`config.mk`:
```
export PLATFORM = sky130hd
export DESIGN_NAME = imem_boot_loader
export DESIGN_NICKNAME = d
export VERILOG_FILES = /design/src/rtl/imem_boot_loader_pkg.sv /design/src/rtl/imem_byte_packer.sv /design/src/rtl/imem_boot_loader.sv
export SDC_FILE = /design/constraint.sdc
export NUM_CORES = 1
export LEC_CHECK = 0
export CAP_MARGIN = 30
export CORE_MARGIN = 2
export CORE_UTILIZATION = 58
export CTS_BUF_LIST = sky130_fd_sc_hd__clkbuf_16
export DETAILED_ROUTE_END_ITERATION = 7
export DONT_BUFFER_PORTS = 1
export PLACE_DENSITY = 0.74
export SYNTH_ARGS = -nofsm -noshare
export SYNTH_HDL_FRONTEND = slang
export SYNTH_SLANG_ARGS = --single-unit
```
`constraint.sdc`:
```
create_clock -name clk_i -period 2.5 [get_ports clk_i]
set_input_delay 0.125 -clock clk_i [delete_from_list [all_inputs] [get_ports clk_i]]
set_output_delay 0.125 -clock clk_i [all_outputs]
set_load 0.05 [all_outputs]
```
`src/rtl/imem_boot_loader_pkg.sv`:
```
// Shared definitions for the instruction-memory boot loader.
//   state_e        : loader FSM states (HDR, DATA, CHK, DONE, ERR)
//   BYTES_PER_WORD : bytes packed into one instruction word
//   hdr_bytes()    : number of header bytes on the link for a given count-field width
package imem_boot_loader_pkg;

  localparam int unsigned BYTES_PER_WORD = 4;

  typedef enum logic [2:0] {
    StHdr,
    StData,
    StChk,
    StDone,
    StErr
  } state_e;

  function automatic int unsigned hdr_bytes(input int unsigned cnt_w);
    return cnt_w / 8;
  endfunction

endpackage

```
`src/rtl/imem_byte_packer.sv`:
```
// Packs a byte stream into big-endian 32-bit words (first byte -> [31:24]).
// Ports:
//   clk_i        : clock
//   rst_i        : asynchronous active-low reset
//   clr_i        : synchronous clear of the byte counter (held by the FSM outside data phase)
//   byte_i       : incoming byte
//   strobe_i     : byte_i is consumed this cycle
//   word_o       : assembled word, valid together with word_valid_o
//   word_valid_o : single-cycle pulse on the cycle the 4th byte of a word is consumed
module imem_byte_packer
  import imem_boot_loader_pkg::*;
(
  input  logic        clk_i,
  input  logic        rst_i,
  input  logic        clr_i,
  input  logic [7:0]  byte_i,
  input  logic        strobe_i,
  output logic [31:0] word_o,
  output logic        word_valid_o
);

  logic [1:0]  r_cnt;
  logic [23:0] r_buf;

  always_ff @(posedge clk_i or negedge rst_i) begin
    if (!rst_i) begin
      r_cnt <= '0;
      r_buf <= '0;
    end else if (clr_i) begin
      r_cnt <= '0;
      r_buf <= '0;
    end else if (strobe_i) begin
      r_cnt <= r_cnt + 2'd1;
      r_buf <= {r_buf[15:0], byte_i};
    end
  end

  // The word is presented combinationally with its last byte so the caller can register it
  // on the same edge that accepts that byte.
  assign word_o       = {r_buf, byte_i};
  assign word_valid_o = strobe_i && (r_cnt == 2'(BYTES_PER_WORD - 1));

endmodule

```
`src/rtl/imem_boot_loader.sv`:
```
// Boot loader: receives a program over a byte link, writes it into instruction memory from
// address 0 and holds the CPU in reset until the whole image has been written.
// Link format: CNT_W/8 header bytes (word count N, MSB first), then 4*N data bytes,
// then (only when BOOT_CHECKSUM_EN is defined) one checksum byte = sum of data bytes mod 256.
// Optional feature macro: BOOT_CHECKSUM_EN.
// Ports:
//   clk_i, rst_i (async, active-low)
//   byte_valid_i/byte_data_i/byte_ready_o : host byte link, transfer on valid & ready
//   imem_we_o/imem_addr_o/imem_data_o     : instruction-memory write port (registered)
//   cpu_rst_o                             : CPU reset, active-low
//   done_o / err_o                        : load complete / load failed (both sticky)
module imem_boot_loader
  import imem_boot_loader_pkg::*;
#(
  parameter int unsigned MAX_WORDS = 128,
  parameter int unsigned CNT_W     = 16
) (
  input  logic        clk_i,
  input  logic        rst_i,
  input  logic        byte_valid_i,
  input  logic [7:0]  byte_data_i,
  output logic        byte_ready_o,
  output logic        imem_we_o,
  output logic [31:0] imem_addr_o,
  output logic [31:0] imem_data_o,
  output logic        cpu_rst_o,
  output logic        done_o,
  output logic        err_o
);

  localparam int unsigned HdrBytes = hdr_bytes(CNT_W);
  localparam int unsigned IdxW     = (MAX_WORDS > 1) ? $clog2(MAX_WORDS) : 1;
`ifdef BOOT_CHECKSUM_EN
  localparam state_e PostData = StChk;
`else
  localparam state_e PostData = StDone;
`endif

  state_e           r_state;
  logic [3:0]       r_hdr_cnt;
  logic [CNT_W-1:0] r_n;
  logic [IdxW-1:0]  r_word_idx;
  logic             r_we;
  logic [31:0]      r_addr;
  logic [31:0]      r_data;
  logic             r_done;
  logic             r_cpu_rst;
  logic             r_err;
`ifdef BOOT_CHECKSUM_EN
  logic [7:0]       r_sum;
`endif

  logic             w_ready;
  logic             w_accept;
  logic             w_pack_clr;
  logic             w_pack_strobe;
  logic [31:0]      w_word;
  logic             w_word_valid;
  logic [CNT_W-1:0] w_n_next;
  logic             w_last_word;

  // Gating with rst_i makes ready drop immediately while reset is asserted.
  assign w_ready       = rst_i && (r_state inside {StHdr, StData, StChk});
  assign w_accept      = byte_valid_i && w_ready;
  assign w_pack_clr    = (r_state == StHdr);
  assign w_pack_strobe = w_accept && (r_state == StData);
  assign w_n_next      = CNT_W'({r_n, byte_data_i});
  assign w_last_word   = (CNT_W'(r_word_idx) == (r_n - CNT_W'(1)));

  imem_byte_packer u_packer (
    .clk_i        (clk_i),
    .rst_i        (rst_i),
    .clr_i        (w_pack_clr),
    .byte_i       (byte_data_i),
    .strobe_i     (w_pack_strobe),
    .word_o       (w_word),
    .word_valid_o (w_word_valid)
  );

  always_ff @(posedge clk_i or negedge rst_i) begin
    if (!rst_i) begin
      r_state    <= StHdr;
      r_hdr_cnt  <= '0;
      r_n        <= '0;
      r_word_idx <= '0;
      r_we       <= 1'b0;
      r_addr     <= '0;
      r_data     <= '0;
      r_done     <= 1'b0;
      r_cpu_rst  <= 1'b0;
      r_err      <= 1'b0;
`ifdef BOOT_CHECKSUM_EN
      r_sum      <= '0;
`endif
    end else begin
      r_we <= 1'b0;
      unique case (r_state)
        StHdr: begin
          if (w_accept) begin
            r_n <= w_n_next;
            if (r_hdr_cnt == 4'(HdrBytes - 1)) begin
              r_hdr_cnt <= '0;
              if (32'(w_n_next) > MAX_WORDS) begin
                r_state <= StErr;
                r_err   <= 1'b1;
              end else if (w_n_next == '0) begin
                r_state <= PostData;
              end else begin
                r_state <= StData;
              end
            end else begin
              r_hdr_cnt <= r_hdr_cnt + 4'd1;
            end
          end
        end
        StData: begin
`ifdef BOOT_CHECKSUM_EN
          if (w_accept) r_sum <= r_sum + byte_data_i;
`endif
          if (w_word_valid) begin
            r_we   <= 1'b1;
            r_addr <= 32'({r_word_idx, 2'b00});
            r_data <= w_word;
            if (w_last_word) begin
              r_state <= PostData;
            end else begin
              r_word_idx <= r_word_idx + 1'b1;
            end
          end
        end
        StChk: begin
`ifdef BOOT_CHECKSUM_EN
          if (w_accept) begin
            if (byte_data_i == r_sum) begin
              r_state   <= StDone;
              r_done    <= 1'b1;
              r_cpu_rst <= 1'b1;
            end else begin
              r_state <= StErr;
              r_err   <= 1'b1;
            end
          end
`else
          r_state <= StErr;
          r_err   <= 1'b1;
`endif
        end
        // Setting done here, not on the last data edge, keeps it off the final write cycle.
        StDone: begin
          r_done    <= 1'b1;
          r_cpu_rst <= 1'b1;
        end
        StErr: begin
          r_err <= 1'b1;
        end
        default: begin
          r_state <= StErr;
          r_err   <= 1'b1;
        end
      endcase
    end
  end

  assign byte_ready_o = w_ready;
  assign imem_we_o    = r_we;
  assign imem_addr_o  = r_addr;
  assign imem_data_o  = r_data;
  assign cpu_rst_o    = r_cpu_rst;
  assign done_o       = r_done;
  assign err_o        = r_err;

endmodule

```
* After elaboration in Yosys (flattened, before gate mapping)
Index checks and enable logic that the tools add are counted. W data, S select, Z words.
Operators by class: order comparisons 1, divide/modulo/power cells 0, reduce and logical (&&, ||, !) cells 15, bitwise operators 3, multiply operators 0, add/sub/neg operators 4, shifts and indexed selects 0, equal/unequal tests 12, multiplexer cells 18
Operators with widths (number):
- $mux W24 | 2
- $eq A7 B16 Y1 | 1
- $gt A16 B8 Y1 const B | 1
- $logic_not A16 Y1 | 1
- $sub A16 B1 Y16 const B | 1
- $mux W3 | 5
- $pmux W3 S3 | 1
- $ne A2 B2 Y1 const B | 4
- $add A7 B1 Y7 const B | 1
- $eq A3 B2 Y1 const B | 2
- $mux W2 | 3
- $mux W1 | 5
- $reduce_and A5 Y1 | 1
- $add A4 B1 Y4 const B | 1
- $eq A4 B1 Y1 const B | 1
- $logic_and A1 B1 Y1 | 4
- $mux W4 | 1
- $reduce_and A2 Y1 | 2
- $reduce_and A4 Y1 | 1
- $reduce_or A2 Y1 | 2
- $eq A3 B1 Y1 const B | 1
- $eq A3 B3 Y1 const B | 1
- $logic_not A3 Y1 | 1
- $not A1 Y1 | 3
- other kinds (7) | 7
Storage, ports and cells: memory bits (read-only) 0, memories 0, bits in writable memories 0, word-level logic and storage cells 64, bits in latches 0, bits of input ports 11, bits in registers 98, output and inout bits 69

* Logic depth before layout (Yosys ltp)
word-level depth 8, gate-level depth with buffers 9, gate-level depth less buffers 8

* By module
Synthesis repeated with hierarchy kept, for this count alone.
Unflattened totals: cells, all modules 395, area, all modules 4576.9 sq um
By module, submodules not included:
- imem_boot_loader | area an instance 3423.3 sq um, cells each 301, sequential area each 1801.7 sq um, times used 1
- imem_byte_packer | area an instance 1153.6 sq um, cells each 94, sequential area each 650.6 sq um, times used 1

* Worst setup path after synthesis
OpenSTA, ideal clock, no wires.
path kind register to register, from register r_n[4], to register r_word_idx[1], slack 0.344 ns, arrival 2.031 ns, period minus slack after synthesis 2.156 ns, library setup time 0.125 ns, data required time 2.375 ns, path buffers 0, cell stages (with the launch flop) 7, path through dfrtp_1 > nor4_4 > and3_1 > nand3_1 > a311oi_4 > a21oi_2 > mux2_4
On the way: word-level cells in the longest chain between the ends 4
RTL lines:
- from (decl) | line imem_boot_loader.sv:41 | logic [CNT_W-1:0] r_n;
- from (signal assigned) | line imem_boot_loader.sv:100 | r_n <= w_n_next;
- $sub A16 B1 Y16 | line imem_boot_loader.sv:68 | assign w_last_word = (CNT_W'(r_word_idx) == (r_n - CNT_W'(1)));
- $eq A7 B16 Y1 | line imem_boot_loader.sv:68
- $not A1 Y1 (no line)
- $reduce_and A3 Y1 (no line)
- to (signal assigned) | line imem_boot_loader.sv:127 | r_word_idx <= r_word_idx + 1'b1;
- to (decl) | line imem_boot_loader.sv:42 | logic [IdxW-1:0] r_word_idx;
No other way between the ends. A chain may end at the register's enable or synchronous reset.

* Worst setup path after layout
from register r_n[0], to register r_word_idx[6]
The elaborated chain is that of the path after synthesis.

==> flow_summary.html <==
<table>
<tr><th>Metric</th><th>Value</th></tr>
<tr><th colspan="2">Status</th></tr>
<tr><td>Outcome</td><td>finished clean</td></tr>
<tr><th colspan="2">Setup path</th></tr>
<tr><td>CP required</td><td>2.76 ns</td></tr>
<tr><td>Worst setup path class</td><td>register to register</td></tr>
<tr><td>CP delay by family, top</td><td>compound AO/OA/AOI/OAI gates</td></tr>
<tr><td>Critical Path Max Stage Delay</td><td>0.44 ns</td></tr>
<tr><td>Slowest cell on crit path</td><td>sky130_fd_sc_hd__a2111oi_2</td></tr>
<tr><td>Crit. path cell count</td><td>9</td></tr>
<tr><td>Arrival time worst endpoint</td><td>2.56 ns</td></tr>
<tr><td>Critical path launch point type</td><td>register</td></tr>
<tr><td>Worst reg2reg path depth</td><td>9</td></tr>
<tr><td>Largest fanout of any net on the critical path</td><td>11</td></tr>
<tr><td>Critical path cell sequence</td><td>inv_1, ha_2, xnor2_1, a221oi_1, a41oi_1, a221oi_4, buf_12, a2111oi_2, xor2_1</td></tr>
<tr><td>Critical Path End Type</td><td>register</td></tr>
<tr><td>Combined buffer and inverter count along the critical path</td><td>2</td></tr>
<tr><th colspan="2">Floorplan</th></tr>
<tr><td>Overall die height</td><td>91.7 um</td></tr>
<tr><td>I/O pin count</td><td>80</td></tr>
<tr><td>Std-Cell Core Area</td><td>7330 um^2</td></tr>
<tr><td>Initial core utilization</td><td>60.8%</td></tr>
<tr><td>Die X-Extent</td><td>91.7 um</td></tr>
<tr><td>Cell row count</td><td>31</td></tr>
<tr><td>Total Die Area</td><td>8410 um^2</td></tr>
<tr><th colspan="2">Clock tree</th></tr>
<tr><td>Clock network latency to the later pin of the worst-skew pair</td><td>0.34 ns</td></tr>
<tr><td>Clock Path Buffers</td><td>2</td></tr>
<tr><td>Number of buffers created by CTS</td><td>9</td></tr>
<tr><td>CTS sink cnt</td><td>98</td></tr>
<tr><td>CTS tree</td><td>built</td></tr>
<tr><td>Total number of H-tree levels</td><td>3</td></tr>
<tr><td>Clock slew at reported path FFs</td><td>0.07 ns</td></tr>
<tr><td>CTS Root Buffer Type</td><td>sky130_fd_sc_hd__clkbuf_16</td></tr>
<tr><th colspan="2">STA</th></tr>
<tr><td>Fmax</td><td>435 MHz</td></tr>
<tr><td>Period utilisation layout</td><td>92.0%</td></tr>
<tr><td>Final Skew</td><td>0.00790 ns</td></tr>
<tr><td>Fin crit period</td><td>2.30 ns</td></tr>
<tr><td>Number of max-slew violations in the final report</td><td>0</td></tr>
<tr><td>Hold violation total from the final report</td><td>0</td></tr>
<tr><td>Setup repair after global routing missed its margin</td><td>no</td></tr>
<tr><td>Slew headroom</td><td>51.5%</td></tr>
<tr><td>Setup TNS</td><td>0 ns</td></tr>
<tr><td>Transition time of the tightest slew-check pin</td><td>0.726 ns</td></tr>
<tr><td>Final setup violation count</td><td>0</td></tr>
<tr><th colspan="2">Logic synthesis</th></tr>
<tr><td>Compound-gate portion of the synthesized area</td><td>6.90%</td></tr>
<tr><td>Share of synthesized area spent on multiplexers</td><td>7.41%</td></tr>
<tr><td>YS warnings</td><td>0</td></tr>
<tr><td>Synthesized area per cell</td><td>10.2 um^2</td></tr>
<tr><td>Main combinational cell family by area after synthesis</td><td>simple AND/OR/NAND/NOR gates</td></tr>
<tr><td>Mapped Cells</td><td>436</td></tr>
<tr><td>Share of async-settable or async-resettable flops after synthesis</td><td>100%</td></tr>
<tr><td>Synth unique cells</td><td>48</td></tr>
<tr><td>Seq/Total Area, Yosys</td><td>55.0%</td></tr>
<tr><td>Most frequently used flop master after synthesis</td><td>sky130_fd_sc_hd__dfrtp_1</td></tr>
<tr><td>Flip-flop and latch count after synthesis</td><td>98</td></tr>
<tr><td>Adder-Cell Fraction of Synth Area</td><td>0.842%</td></tr>
<tr><td>Number of flops mapped to enable cells by yosys</td><td>0</td></tr>
<tr><td>Area share of xor/xnor cells in the synthesized design</td><td>3.70%</td></tr>
<tr><td>Share of synthesized cell area in and, or, nand and nor gates</td><td>19.5%</td></tr>
<tr><td>Syn Std Cell Area</td><td>4460 um^2</td></tr>
<tr><th colspan="2">Global route</th></tr>
<tr><td>Global-route wire length before repair</td><td>14.9 mm</td></tr>
<tr><td>Congestion Overflow GR</td><td>0</td></tr>
<tr><td>Initial antenna violation count</td><td>0</td></tr>
<tr><td>Pin count of the biggest net entering global routing</td><td>99</td></tr>
<tr><td>Overall global routing resource usage</td><td>22.7%</td></tr>
<tr><td>Number of global-route vias before repair</td><td>2936</td></tr>
<tr><th colspan="2">Min path</th></tr>
<tr><td>Hold Path Stages</td><td>3</td></tr>
<tr><td>Path category of the worst min-delay check</td><td>input pin to register</td></tr>
<tr><th colspan="2">Pwr</th></tr>
<tr><td>Maximum VDD drop</td><td>478 uV</td></tr>
<tr><td>Pwr dens</td><td>832 nW/um^2</td></tr>
<tr><td>Reported leakage power</td><td>2.54 nW</td></tr>
<tr><th colspan="2">Route</th></tr>
<tr><td>Post-DR wirelength/cell</td><td>16.5 um</td></tr>
<tr><td>Final wirelength</td><td>9.17 mm</td></tr>
<tr><td>Number of nets with antenna violations after detailed routing</td><td>0</td></tr>
<tr><td>Detail-routed via count per cell</td><td>5.61</td></tr>
<tr><td>DR vias</td><td>3112</td></tr>
<tr><td>Number of DRC violations after detailed-routing iteration 0</td><td>224</td></tr>
<tr><td>Number of search-and-repair iterations in the first detailed-routing pass</td><td>5</td></tr>
<tr><td>Count of unresolved DRC violations after routing</td><td>0</td></tr>
<tr><th colspan="2">Finish</th></tr>
<tr><td>Number of nets in the finished design</td><td>465</td></tr>
<tr><td>Number of antenna diodes</td><td>0</td></tr>
<tr><td>Layout cell share with drive strength beyond 1</td><td>15.8%</td></tr>
<tr><td>Post-synthesis to final-layout area growth</td><td>12.0%</td></tr>
<tr><td>Final Instance Count excl. Fillers</td><td>555</td></tr>
<tr><td>Highest-count cells in the layout ignoring fill and taps</td><td>sky130_fd_sc_hd__nand2_1 (133), sky130_fd_sc_hd__dfrtp_1 (98), sky130_fd_sc_hd__mux2_2 (28), sky130_fd_sc_hd__nand3_1 (26), sky130_fd_sc_hd__conb_1 (25)</td></tr>
<tr><td>Most common cell after layout, fill and taps aside</td><td>sky130_fd_sc_hd__nand2_1</td></tr>
<tr><th colspan="2">Place</th></tr>
<tr><td>Port bufs</td><td>0</td></tr>
<tr><td>Detail Placement HPWL</td><td>5.88 mm</td></tr>
<tr><td>Number of placed instances, taps included</td><td>527</td></tr>
<tr><td>Final GP Congestion</td><td>0.834</td></tr>
<tr><th colspan="2">Flow run</th></tr>
<tr><td>Max-capacitance violation count</td><td>0</td></tr>
</table>
final cells by class:
cell class	instances	area, um^2
fill	558	2340
clock inverter	7	100
timing repair buffer	25	255
sequential	98	2450
multi-input combinational	312	1820
clock buffer	9	225
tap	99	124
inverter	5	18.8
flip-flops by register name (all words and copies together) (netlist names), 2 cells and up:
register,flops
imem_data_o,32
r_hdr_cnt,4
imem_addr_o,7
u_packer.r_buf,24
r_n,16
r_word_idx,7
u_packer.r_cnt,2
r_state,3
final timing paths:
| kind | slack, ns | start | endpoint |
|---|---|---|---|
| setup / recovery | 0.20 | r_n[0]$_DFFE_PN0P_ | r_word_idx[6]$_DFFE_PN0P_ |
| hold / removal | 0.09 | byte_data_i[7] | r_state[0]$_DFFE_PN0P_ |
| setup reg to reg | 0.20 | r_n[0]$_DFFE_PN0P_ | r_word_idx[6]$_DFFE_PN0P_ |
| hold reg to reg | 0.47 | u_packer.r_buf[22]$_DFFE_PN0P_ | imem_data_o[30]$_DFFE_PN0P_ |
| max in group asynchronous | 1.75 | rst_i | u_packer.r_buf[6]$_DFFE_PN0P_ |
| min in group asynchronous | 0.39 | rst_i | imem_data_o[20]$_DFFE_PN0P_ |
through the flow:
step	cell area [um^2]	setup slack (ns)	hold slack, ns	utilization (%)	power [mW]
after global placement	4500	0.197	-0.168	61.4	2.58
after floorplan	4550	0.344	-0.171	-	2.46
after global routing	4990	0.0301	0.105	68.1	4.32
after CTS	4940	0.0322	0.0798	67.4	4.15
final	4990	0.200	0.0866	68.1	4.16
after detailed placement	4500	0.0426	-0.168	61.4	2.61
layer usage:
metal	vias to the layer above	part of all wire, %	track usage [%]
li1	1441	-	-
met1	1538	44	32.3
met2	117	47	33.9
met3	16	7.0	5.18
met4	0	2.0	9.22
met5	-	0	0
worst min-delay path, stage by stage:
cell,delay [ns]
sky130_fd_sc_hd__a21oi_1,0.07
sky130_fd_sc_hd__a21oi_1,0.14
sky130_fd_sc_hd__nor2_1,0.05
power breakdown:
group / switching, mW / internal (mW)
Clock: 0.602 / 0.889
Sequential: 0.196 / 1.72
Combinational: 0.409 / 0.336
logic make-up after synthesis:
family	count (synthesis)
AO/OA/AOI/OAI	38
XOR/XNOR	18
adder cells (fa/ha/maj)	3
buffers and inverters	50
flip-flops	98
multiplexers	29
other	1
AND/OR/NAND/NOR	199
synth_stat cells (all sizes together), types with 2 or more instances:
library cell	count	area, um^2
xor2	9	78.8
a2111oi	2	20.0
dfrtp	98	2450
and3	3	18.8
nor3	6	30.0
o21ai	4	23.8
and2	2	12.5
nand3	26	130
inv	5	18.8
o21bai	4	30.0
clkbuf	12	45.0
xnor2	9	86.3
nand4	9	56.3
a221oi	3	50.1
nor4	3	33.8
nor2	11	41.3
a21oi	14	73.8
mux2	29	330
a31oi	3	25.0
ha	3	37.5
buf	33	228
nand2	133	499
repair_timing:
| item | in CTS | in global routing |
|---|---|---|
| setup buffers | 0 | 2 |
| hold endpoints to repair | 123 | 0 |
| gates resized for setup | 0 | 3 |
| hold buffers | 10 | 0 |
| setup endpoints to repair | 0 | 9 |
(Power assumes the default switching activity.)
